[src/rtl/spi_reg_pkg.sv]
// Shared definitions for the raybox-zero register SPI receiver: command codes,
// payload lengths, reset values and the frame FSM state encoding.
package spi_reg_pkg;

  localparam int CMD_W         = 4;
  localparam int MAX_PAYLOAD_W = 16;
  localparam int CNT_W         = 5;

  localparam logic [CMD_W-1:0] CMD_SKY   = 4'd0;
  localparam logic [CMD_W-1:0] CMD_FLOOR = 4'd1;
  localparam logic [CMD_W-1:0] CMD_LEAK  = 4'd2;
  localparam logic [CMD_W-1:0] CMD_MAPD  = 4'd3;

  localparam logic [5:0]               SKY_RST   = 6'h17;
  localparam logic [5:0]               FLOOR_RST = 6'h15;
  localparam logic [5:0]               LEAK_RST  = 6'h00;
  localparam logic [MAX_PAYLOAD_W-1:0] MAPD_RST  = 16'h0000;

  typedef enum logic [2:0] {
    ST_IDLE,
    ST_CMD,
    ST_DATA,
    ST_DONE,
    ST_IGNORE
  } state_t;

  // Zero length marks an unknown command.
  function automatic logic [CNT_W-1:0] payload_len(input logic [CMD_W-1:0] cmd);
    case (cmd)
      CMD_SKY, CMD_FLOOR, CMD_LEAK: return 5'd6;
      CMD_MAPD:                     return 5'd16;
      default:                      return 5'd0;
    endcase
  endfunction

  function automatic logic [5:0] small_rst(input int idx);
    case (idx)
      0:       return SKY_RST;
      1:       return FLOOR_RST;
      default: return LEAK_RST;
    endcase
  endfunction

endpackage

[src/rtl/spi_in_sync.sv]
// Synchroniser for the {csb, sclk, mosi} pins with an sclk rising-edge pulse.
// SYNC_STAGES must be at least 2.
module spi_in_sync #(
  parameter int SYNC_STAGES = 2
) (
  input  logic       i_clk,
  input  logic       i_reset,
  input  logic [2:0] pins,
  output logic       csb,
  output logic       mosi,
  output logic       sclk_rise
);

  logic [2:0] last;
  logic       sclk_d_reg;

  genvar gi;
  generate
    for (gi = 0; gi < SYNC_STAGES; gi++) begin : g_stage
      logic [2:0] q;
      if (gi == 0) begin : g_first
        always_ff @(posedge i_clk) begin
          if (i_reset) q <= 3'b000;
          else         q <= pins;
        end
      end else begin : g_next
        always_ff @(posedge i_clk) begin
          if (i_reset) q <= 3'b000;
          else         q <= g_stage[gi-1].q;
        end
      end
    end
  endgenerate

  assign last = g_stage[SYNC_STAGES-1].q;

  always_ff @(posedge i_clk) begin
    if (i_reset) sclk_d_reg <= 1'b0;
    else         sclk_d_reg <= last[1];
  end

  assign csb       = last[2];
  assign mosi      = last[0];
  assign sclk_rise = last[1] & ~sclk_d_reg;

endmodule

[src/rtl/spi_reg_rx.sv]
// Register-load SPI receiver for raybox-zero render parameters.
// Define SPI_REG_DBL_BUF_EN to hold writes in shadows until i_frame_tick.
import spi_reg_pkg::*;

module spi_reg_rx #(
  parameter int SYNC_STAGES = 2
) (
  input  logic        i_clk,
  input  logic        i_reset,
  input  logic        i_reg_csb,
  input  logic        i_reg_sclk,
  input  logic        i_reg_mosi,
  input  logic        i_frame_tick,
  output logic [5:0]  o_sky,
  output logic [5:0]  o_floor,
  output logic [5:0]  o_leak,
  output logic [15:0] o_mapd,
  output logic        o_frame_ok,
  output logic        o_frame_err,
  output logic        o_pending
);

  logic csb_s, mosi_s, sclk_rise;
  logic csb_prev_reg, csb_rise, csb_fall;

  state_t                   state_reg;
  logic [CNT_W-1:0]         bit_cnt_reg, len_reg;
  logic [CMD_W-1:0]         cmd_reg, cmd_next;
  logic [MAX_PAYLOAD_W-1:0] shift_reg;
  logic                     overrun_reg, ok_reg, err_reg;
  logic                     stage_en;

  spi_in_sync #(.SYNC_STAGES(SYNC_STAGES)) u_sync (
    .i_clk    (i_clk),
    .i_reset  (i_reset),
    .pins     ({i_reg_csb, i_reg_sclk, i_reg_mosi}),
    .csb      (csb_s),
    .mosi     (mosi_s),
    .sclk_rise(sclk_rise)
  );

  // csb_prev resets low so a frame already under way at reset release never looks like a fall.
  assign csb_rise = csb_s & ~csb_prev_reg;
  assign csb_fall = ~csb_s & csb_prev_reg;
  assign cmd_next = {shift_reg[CMD_W-2:0], mosi_s};
  assign stage_en = (state_reg == ST_DONE) && csb_rise && !overrun_reg;

  always_ff @(posedge i_clk) begin
    if (i_reset) begin
      state_reg    <= ST_IDLE;
      csb_prev_reg <= 1'b0;
      bit_cnt_reg  <= '0;
      len_reg      <= '0;
      cmd_reg      <= '0;
      shift_reg    <= '0;
      overrun_reg  <= 1'b0;
      ok_reg       <= 1'b0;
      err_reg      <= 1'b0;
    end else begin
      csb_prev_reg <= csb_s;
      ok_reg       <= 1'b0;
      err_reg      <= 1'b0;
      case (state_reg)
        ST_IDLE: begin
          if (csb_fall) begin
            state_reg   <= ST_CMD;
            bit_cnt_reg <= '0;
            shift_reg   <= '0;
            overrun_reg <= 1'b0;
          end
        end
        ST_CMD: begin
          if (csb_rise) begin
            err_reg   <= 1'b1;
            state_reg <= ST_IDLE;
          end else if (sclk_rise) begin
            if (bit_cnt_reg == CNT_W'(CMD_W - 1)) begin
              cmd_reg     <= cmd_next;
              len_reg     <= payload_len(cmd_next);
              bit_cnt_reg <= '0;
              shift_reg   <= '0;
              state_reg   <= (payload_len(cmd_next) != '0) ? ST_DATA : ST_IGNORE;
            end else begin
              shift_reg   <= {shift_reg[MAX_PAYLOAD_W-2:0], mosi_s};
              bit_cnt_reg <= bit_cnt_reg + 1'b1;
            end
          end
        end
        ST_DATA: begin
          if (csb_rise) begin
            err_reg   <= 1'b1;
            state_reg <= ST_IDLE;
          end else if (sclk_rise) begin
            shift_reg   <= {shift_reg[MAX_PAYLOAD_W-2:0], mosi_s};
            bit_cnt_reg <= bit_cnt_reg + 1'b1;
            if (bit_cnt_reg == len_reg - 1'b1) state_reg <= ST_DONE;
          end
        end
        ST_DONE: begin
          if (csb_rise) begin
            ok_reg      <= !overrun_reg;
            err_reg     <= overrun_reg;
            overrun_reg <= 1'b0;
            state_reg   <= ST_IDLE;
          end else if (sclk_rise) begin
            overrun_reg <= 1'b1;
          end
        end
        ST_IGNORE: begin
          if (csb_rise) begin
            err_reg   <= 1'b1;
            state_reg <= ST_IDLE;
          end
        end
        default: state_reg <= ST_IDLE;
      endcase
    end
  end

  assign o_frame_ok  = ok_reg;
  assign o_frame_err = err_reg;

  logic [5:0]  small_out [3];
  logic [15:0] mapd_out;

`ifdef SPI_REG_DBL_BUF_EN
  logic [3:0] pend_next_vec;
  logic       pending_reg;
`endif

  // Sky, floor and leak share width and differ only in command code and reset value.
  genvar gi;
  generate
    for (gi = 0; gi < 3; gi++) begin : g_small
      logic [5:0] out_reg;
      logic       sel;
      assign sel = stage_en && (cmd_reg == CMD_W'(gi));
`ifdef SPI_REG_DBL_BUF_EN
      logic [5:0] shadow_reg;
      logic       pend_reg;
      assign pend_next_vec[gi] = sel ? 1'b1 : (i_frame_tick ? 1'b0 : pend_reg);
      always_ff @(posedge i_clk) begin
        if (i_reset) begin
          out_reg    <= small_rst(gi);
          shadow_reg <= small_rst(gi);
          pend_reg   <= 1'b0;
        end else begin
          if (sel) shadow_reg <= shift_reg[5:0];
          if (i_frame_tick && pend_reg) out_reg <= shadow_reg;
          pend_reg <= pend_next_vec[gi];
        end
      end
`else
      always_ff @(posedge i_clk) begin
        if (i_reset)  out_reg <= small_rst(gi);
        else if (sel) out_reg <= shift_reg[5:0];
      end
`endif
      assign small_out[gi] = out_reg;
    end
  endgenerate

  logic mapd_sel;
  assign mapd_sel = stage_en && (cmd_reg == CMD_MAPD);

`ifdef SPI_REG_DBL_BUF_EN
  logic [15:0] mapd_shadow_reg;
  logic        mapd_pend_reg;
  // A tick in the staging cycle commits the old shadow; the new write stays pending.
  assign pend_next_vec[3] = mapd_sel ? 1'b1 : (i_frame_tick ? 1'b0 : mapd_pend_reg);
  always_ff @(posedge i_clk) begin
    if (i_reset) begin
      mapd_out        <= MAPD_RST;
      mapd_shadow_reg <= MAPD_RST;
      mapd_pend_reg   <= 1'b0;
      pending_reg     <= 1'b0;
    end else begin
      if (mapd_sel) mapd_shadow_reg <= shift_reg;
      if (i_frame_tick && mapd_pend_reg) mapd_out <= mapd_shadow_reg;
      mapd_pend_reg <= pend_next_vec[3];
      pending_reg   <= |pend_next_vec;
    end
  end
  assign o_pending = pending_reg;
`else
  logic unused_tick;
  assign unused_tick = i_frame_tick;
  always_ff @(posedge i_clk) begin
    if (i_reset)       mapd_out <= MAPD_RST;
    else if (mapd_sel) mapd_out <= shift_reg;
  end
  assign o_pending = 1'b0;
`endif

  assign o_sky   = small_out[0];
  assign o_floor = small_out[1];
  assign o_leak  = small_out[2];
  assign o_mapd  = mapd_out;

endmodule

[config.mk]
export PLATFORM = sky130hd
export DESIGN_NAME = spi_reg_rx
export DESIGN_NICKNAME = d
export VERILOG_FILES = /design/src/rtl/spi_reg_pkg.sv /design/src/rtl/spi_in_sync.sv /design/src/rtl/spi_reg_rx.sv
export SDC_FILE = /design/constraint.sdc
export NUM_CORES = 1
export LEC_CHECK = 0
export BUFFER_PORTS_ARGS = -buffer_cell sky130_fd_sc_hd__buf_2
export CAP_MARGIN = 20
export CORE_MARGIN = 2
export CORE_UTILIZATION = 57
export CTS_BUF_LIST = sky130_fd_sc_hd__clkbuf_4
export CTS_CLUSTER_DIAMETER = 120
export CTS_CLUSTER_SIZE = 30
export DETAILED_ROUTE_END_ITERATION = 10
export PLACE_DENSITY_LB_ADDON = 0.12
export SYNTH_ARGS = -nofsm -noshare
export SYNTH_HDL_FRONTEND = slang
export SYNTH_SLANG_ARGS = --single-unit
[constraint.sdc]
create_clock -name i_clk -period 2.5 [get_ports i_clk]
set_input_delay 0.375 -clock i_clk [delete_from_list [all_inputs] [get_ports i_clk]]
set_output_delay 0.375 -clock i_clk [all_outputs]
set_load 0.005 [all_outputs]
==> metrics.md <==
| Metric | Value |
|---|---|
| Slew headroom | `0.618` |
| Initial cell density of the core | `0.580` |
| Row cnt | `26` |
| Crit. End Element | `flop` |
| Unrepaired setup endpoints after global routing | `false` |
| Final setup fails | `0` |
| Crit path launch | `bit_cnt_reg[1]$_SDFFE_PP0P_` |
| Post-Syn Instances | `approximately 320` |
| Syn_area_per_cell | `roughly 9 µm²` |
| Worst Min Path Start | `i_reg_mosi` |
| Met2 GRT Util | `0.314` |
| Routability Congestion | `0.829` |
| Setup CP Type | `flop to flop` |
| Placed cell areas | `3170 µm²` |
| Via/cell ratio | `approximately 5` |
| Largest net degree at the start of global routing | `23` |
| Most common cell after layout, fill and taps aside | `dfxtp_1` |
| Root Driver | `clkbuf_4` |
| Number of DRC markers in iteration 0 | `70` |
| DRC Markers | `0` |
| Die width | `75.6 µm` |
| Die Y | `75.6 µm` |
| Fraction of registers with async set/reset | `0` |
| Final instance area | `3320 µm²` |
| Post-synth EDFFs | `0` |
| Maxcap violations | `0` |
| Post-synthesis cell type with the largest combined area | `dfxtp_1` |
| Num CTS Buffers | `9` |
| 1st-pass router iterations | `4` |
| Post-CTS Setup Inserts | `0` |
| Dominant synthesized flop cell | `dfxtp_1` |
| Ports | `43` |
| Fill cell count | `444` |
| Fmax | `0.469 GHz` |
| Clock Sinks | `75` |
| Layout Cells excl Fill | `437` |
| Fin crit share | `0.853` |
| Synth cell types | `45` |
| Most frequent cells in the layout | `75 x dfxtp_1, 45 x nor2_1, 45 x nand2_1, 40 x buf_2, 32 x a21oi_1` |
| First-pass GRT wire length | `~8.3 mm` |
| Finished Core Util | `0.658` |
| Crit path arrival time | `2480 ps` |
| Final nets | `369` |
| Measured slew at the worst slew-check pin | `~570 ps` |
| Yosys warning count | `0` |
| CTS H-tree depth | `3` |
| Pre-CTS setup slack | `408 ps` |
| CTS tree | `done` |
| Placed insts | `421` |
| Flops & latches, synth | `75` |
| Register area | `between 1500 and 2000 µm²` |
| Antenna-violating nets left | `0` |
| Vias in the first global route | `between 1500 and 2000` |
| Met3 Resource Use GR | `0.0397` |
| Synth top area share | `0.513` |
| Final worst setup slack | `369 ps` |
| Max Slew Vio Count | `0` |
| Core Area | `5040 µm²` |
| Top cells by area, synth | `dfxtp_1 51%, mux2i_1 9.9%, nand2_1 5.8%, nor2_1 5.8%, a21oi_1 5.5%` |
| Sequential area share after synthesis | `0.513` |
| Layout area overhead | `13.3%` |
| Netlist Area Pre-Place | `2930 µm²` |
| GRT Total Usage | `0.196` |
| Peak VDD IR | `0.000354 V` |
| Post_cts resized | `0` |
| Met1 Use GR | `0.248` |
| Final Hold Vio Count | `0` |
| Wire per inst | `12.4 µm` |
| Antenna diodes | `0` |
| Reg2reg start | `bit_cnt_reg[1]$_SDFFE_PP0P_` |
| Worst skew pair latency | `410 ps` |
| Grt peak-use layer | `met2` |
| Worst min path class | `input pin to flop` |
| Worst setup SP type | `flop` |
| FF-to-FF setup slack | `370 ps` |
| Setup TNS | `0 ps` |
| Footprint of the multi-input gates | `1310 µm²` |
| DRT Wirelength | `5.43 mm` |
| CTS clk-pin slew, worst paths | `120 ps` |
| Longest Clk Path Bufs | `2` |
| Status | `completed` |
| Reg-to-Reg End | `len_reg[4]$_SDFFE_PP0P_` |
| GR Overflow Total | `0` |
| DP HPWL | `3.68 mm` |
| IO Port Bufs | `40` |
| Worst Hold End | `u_sync.g_stage[0].q[0]$_SDFF_PP0_` |
| Share of cells above drive strength 1 | `0.196` |
| Power Density | `605 nW/µm²` |
| Reg2Reg Depth | `6` |
| CTS Hold Bufs | `0` |
| Req. time, crit path | `2850 ps` |
| Via Count | `2251` |
| Die ar. | `5720 µm²` |
| Max FO, Critical Path | `8` |
| Initial antenna violation count | `0` |
| Leakage power | `around 1.4 nW` |
| Clock skew | `16.4 ps` |
| Final min period | `2130 ps` |
| Syn_nets | `about 330` |
| Hold path depth | `2` |
## synthesized netlist by cell type (2+ instances only)
library cell  number
a21oi_1           32
a31oi_1            2
and3_1             2
buf_4              2
buf_6              2
clkbuf_1          16
dfxtp_1           75
mux2i_1           29
nand2_1           45
nand2b_1           2
nand3_1           10
nor2_1            45
nor2b_1           11
nor3_1            10
nor3b_1            2
nor4_1             2
o21ai_0            5
or2_2              2
xor2_1             4
## per-layer routing
| metal | share of wire | up-vias |
|---|---|---|
| met5 | 0 | - |
| met4 | 0.022 | 0 |
| met3 | 0.036 | 10 |
| met2 | 0.45 | 41 |
| met1 | 0.49 | 1032 |
| li1 | - | 1168 |
## layout make-up
| cell class | instances | share of cell area |
|---|---|---|
| Timing Repair Buffer | 49 | 0.0808 |
| Sequential cell | 75 | 0.453 |
| Clock inverter | 6 | 0.0200 |
| Inverter | 1 | 0.00113 |
| Tap cell | 70 | 0.0264 |
| Multi-Input combinational cell | 226 | 0.396 |
| Clock buffer | 10 | 0.0226 |
## critical path: stages (launching register included)
cell and delay, ps:
dfxtp_1 420, ha_1 210, or4b_1 500, nor2_1 230, nand3_2 240, or2_2 350
a21oi_1 140
## report_power, final
part / switching (W) / internal (W)
logic: 0.0000393 / 0.0000197
registers: 0.00000406 / 0.00120
clock network: 0.000424 / 0.000316
total: 0.000468 / 0.00154
## through the flow
| stage | total power (W) | hold slack [ps] |
|---|---|---|
| 2_1_floorplan | 0.00128 | 414 |
| 3_3_place_gp | 0.00129 | 417 |
| 3_5_place_dp | 0.00129 | 427 |
| 4_1_cts | 0.00202 | 154 |
| 5_1_grt | 0.00208 | 165 |
| 6_report | 0.00200 | 172 |
## worst max-delay path by stage
stage | to | slack [ps]
2_1_floorplan | o_leak[0]$_SDFFE_PP0P_ | 580
5_1_grt | len_reg[4]$_SDFFE_PP0P_ | 220
6_report | len_reg[4]$_SDFFE_PP0P_ | 370
3_3_place_gp | len_reg[4]$_SDFFE_PP0P_ | 440
4_1_cts | len_reg[4]$_SDFFE_PP0P_ | 370
3_5_place_dp | len_reg[4]$_SDFFE_PP0P_ | 410
## kinds of logic (layout without fill, tap and decap cells)
| group | count (synthesis) | after routing | synth area share |
|---|---|---|---|
| XOR/XNOR | 5 | 5 | 0.0150 |
| buffers and inverters | 23 | 66 | 0.0376 |
| AND/OR/NAND/NOR | 143 | 143 | 0.237 |
| AO/OA/AOI/OAI | 46 | 46 | 0.0881 |
| adder cells (fa/ha/maj) | 1 | 1 | 0.00428 |
| other | 1 | 1 | 0.00128 |
| flip-flops | 75 | 75 | 0.513 |
| multiplexers | 30 | 30 | 0.103 |
Power figures use the tool's default switching activity.
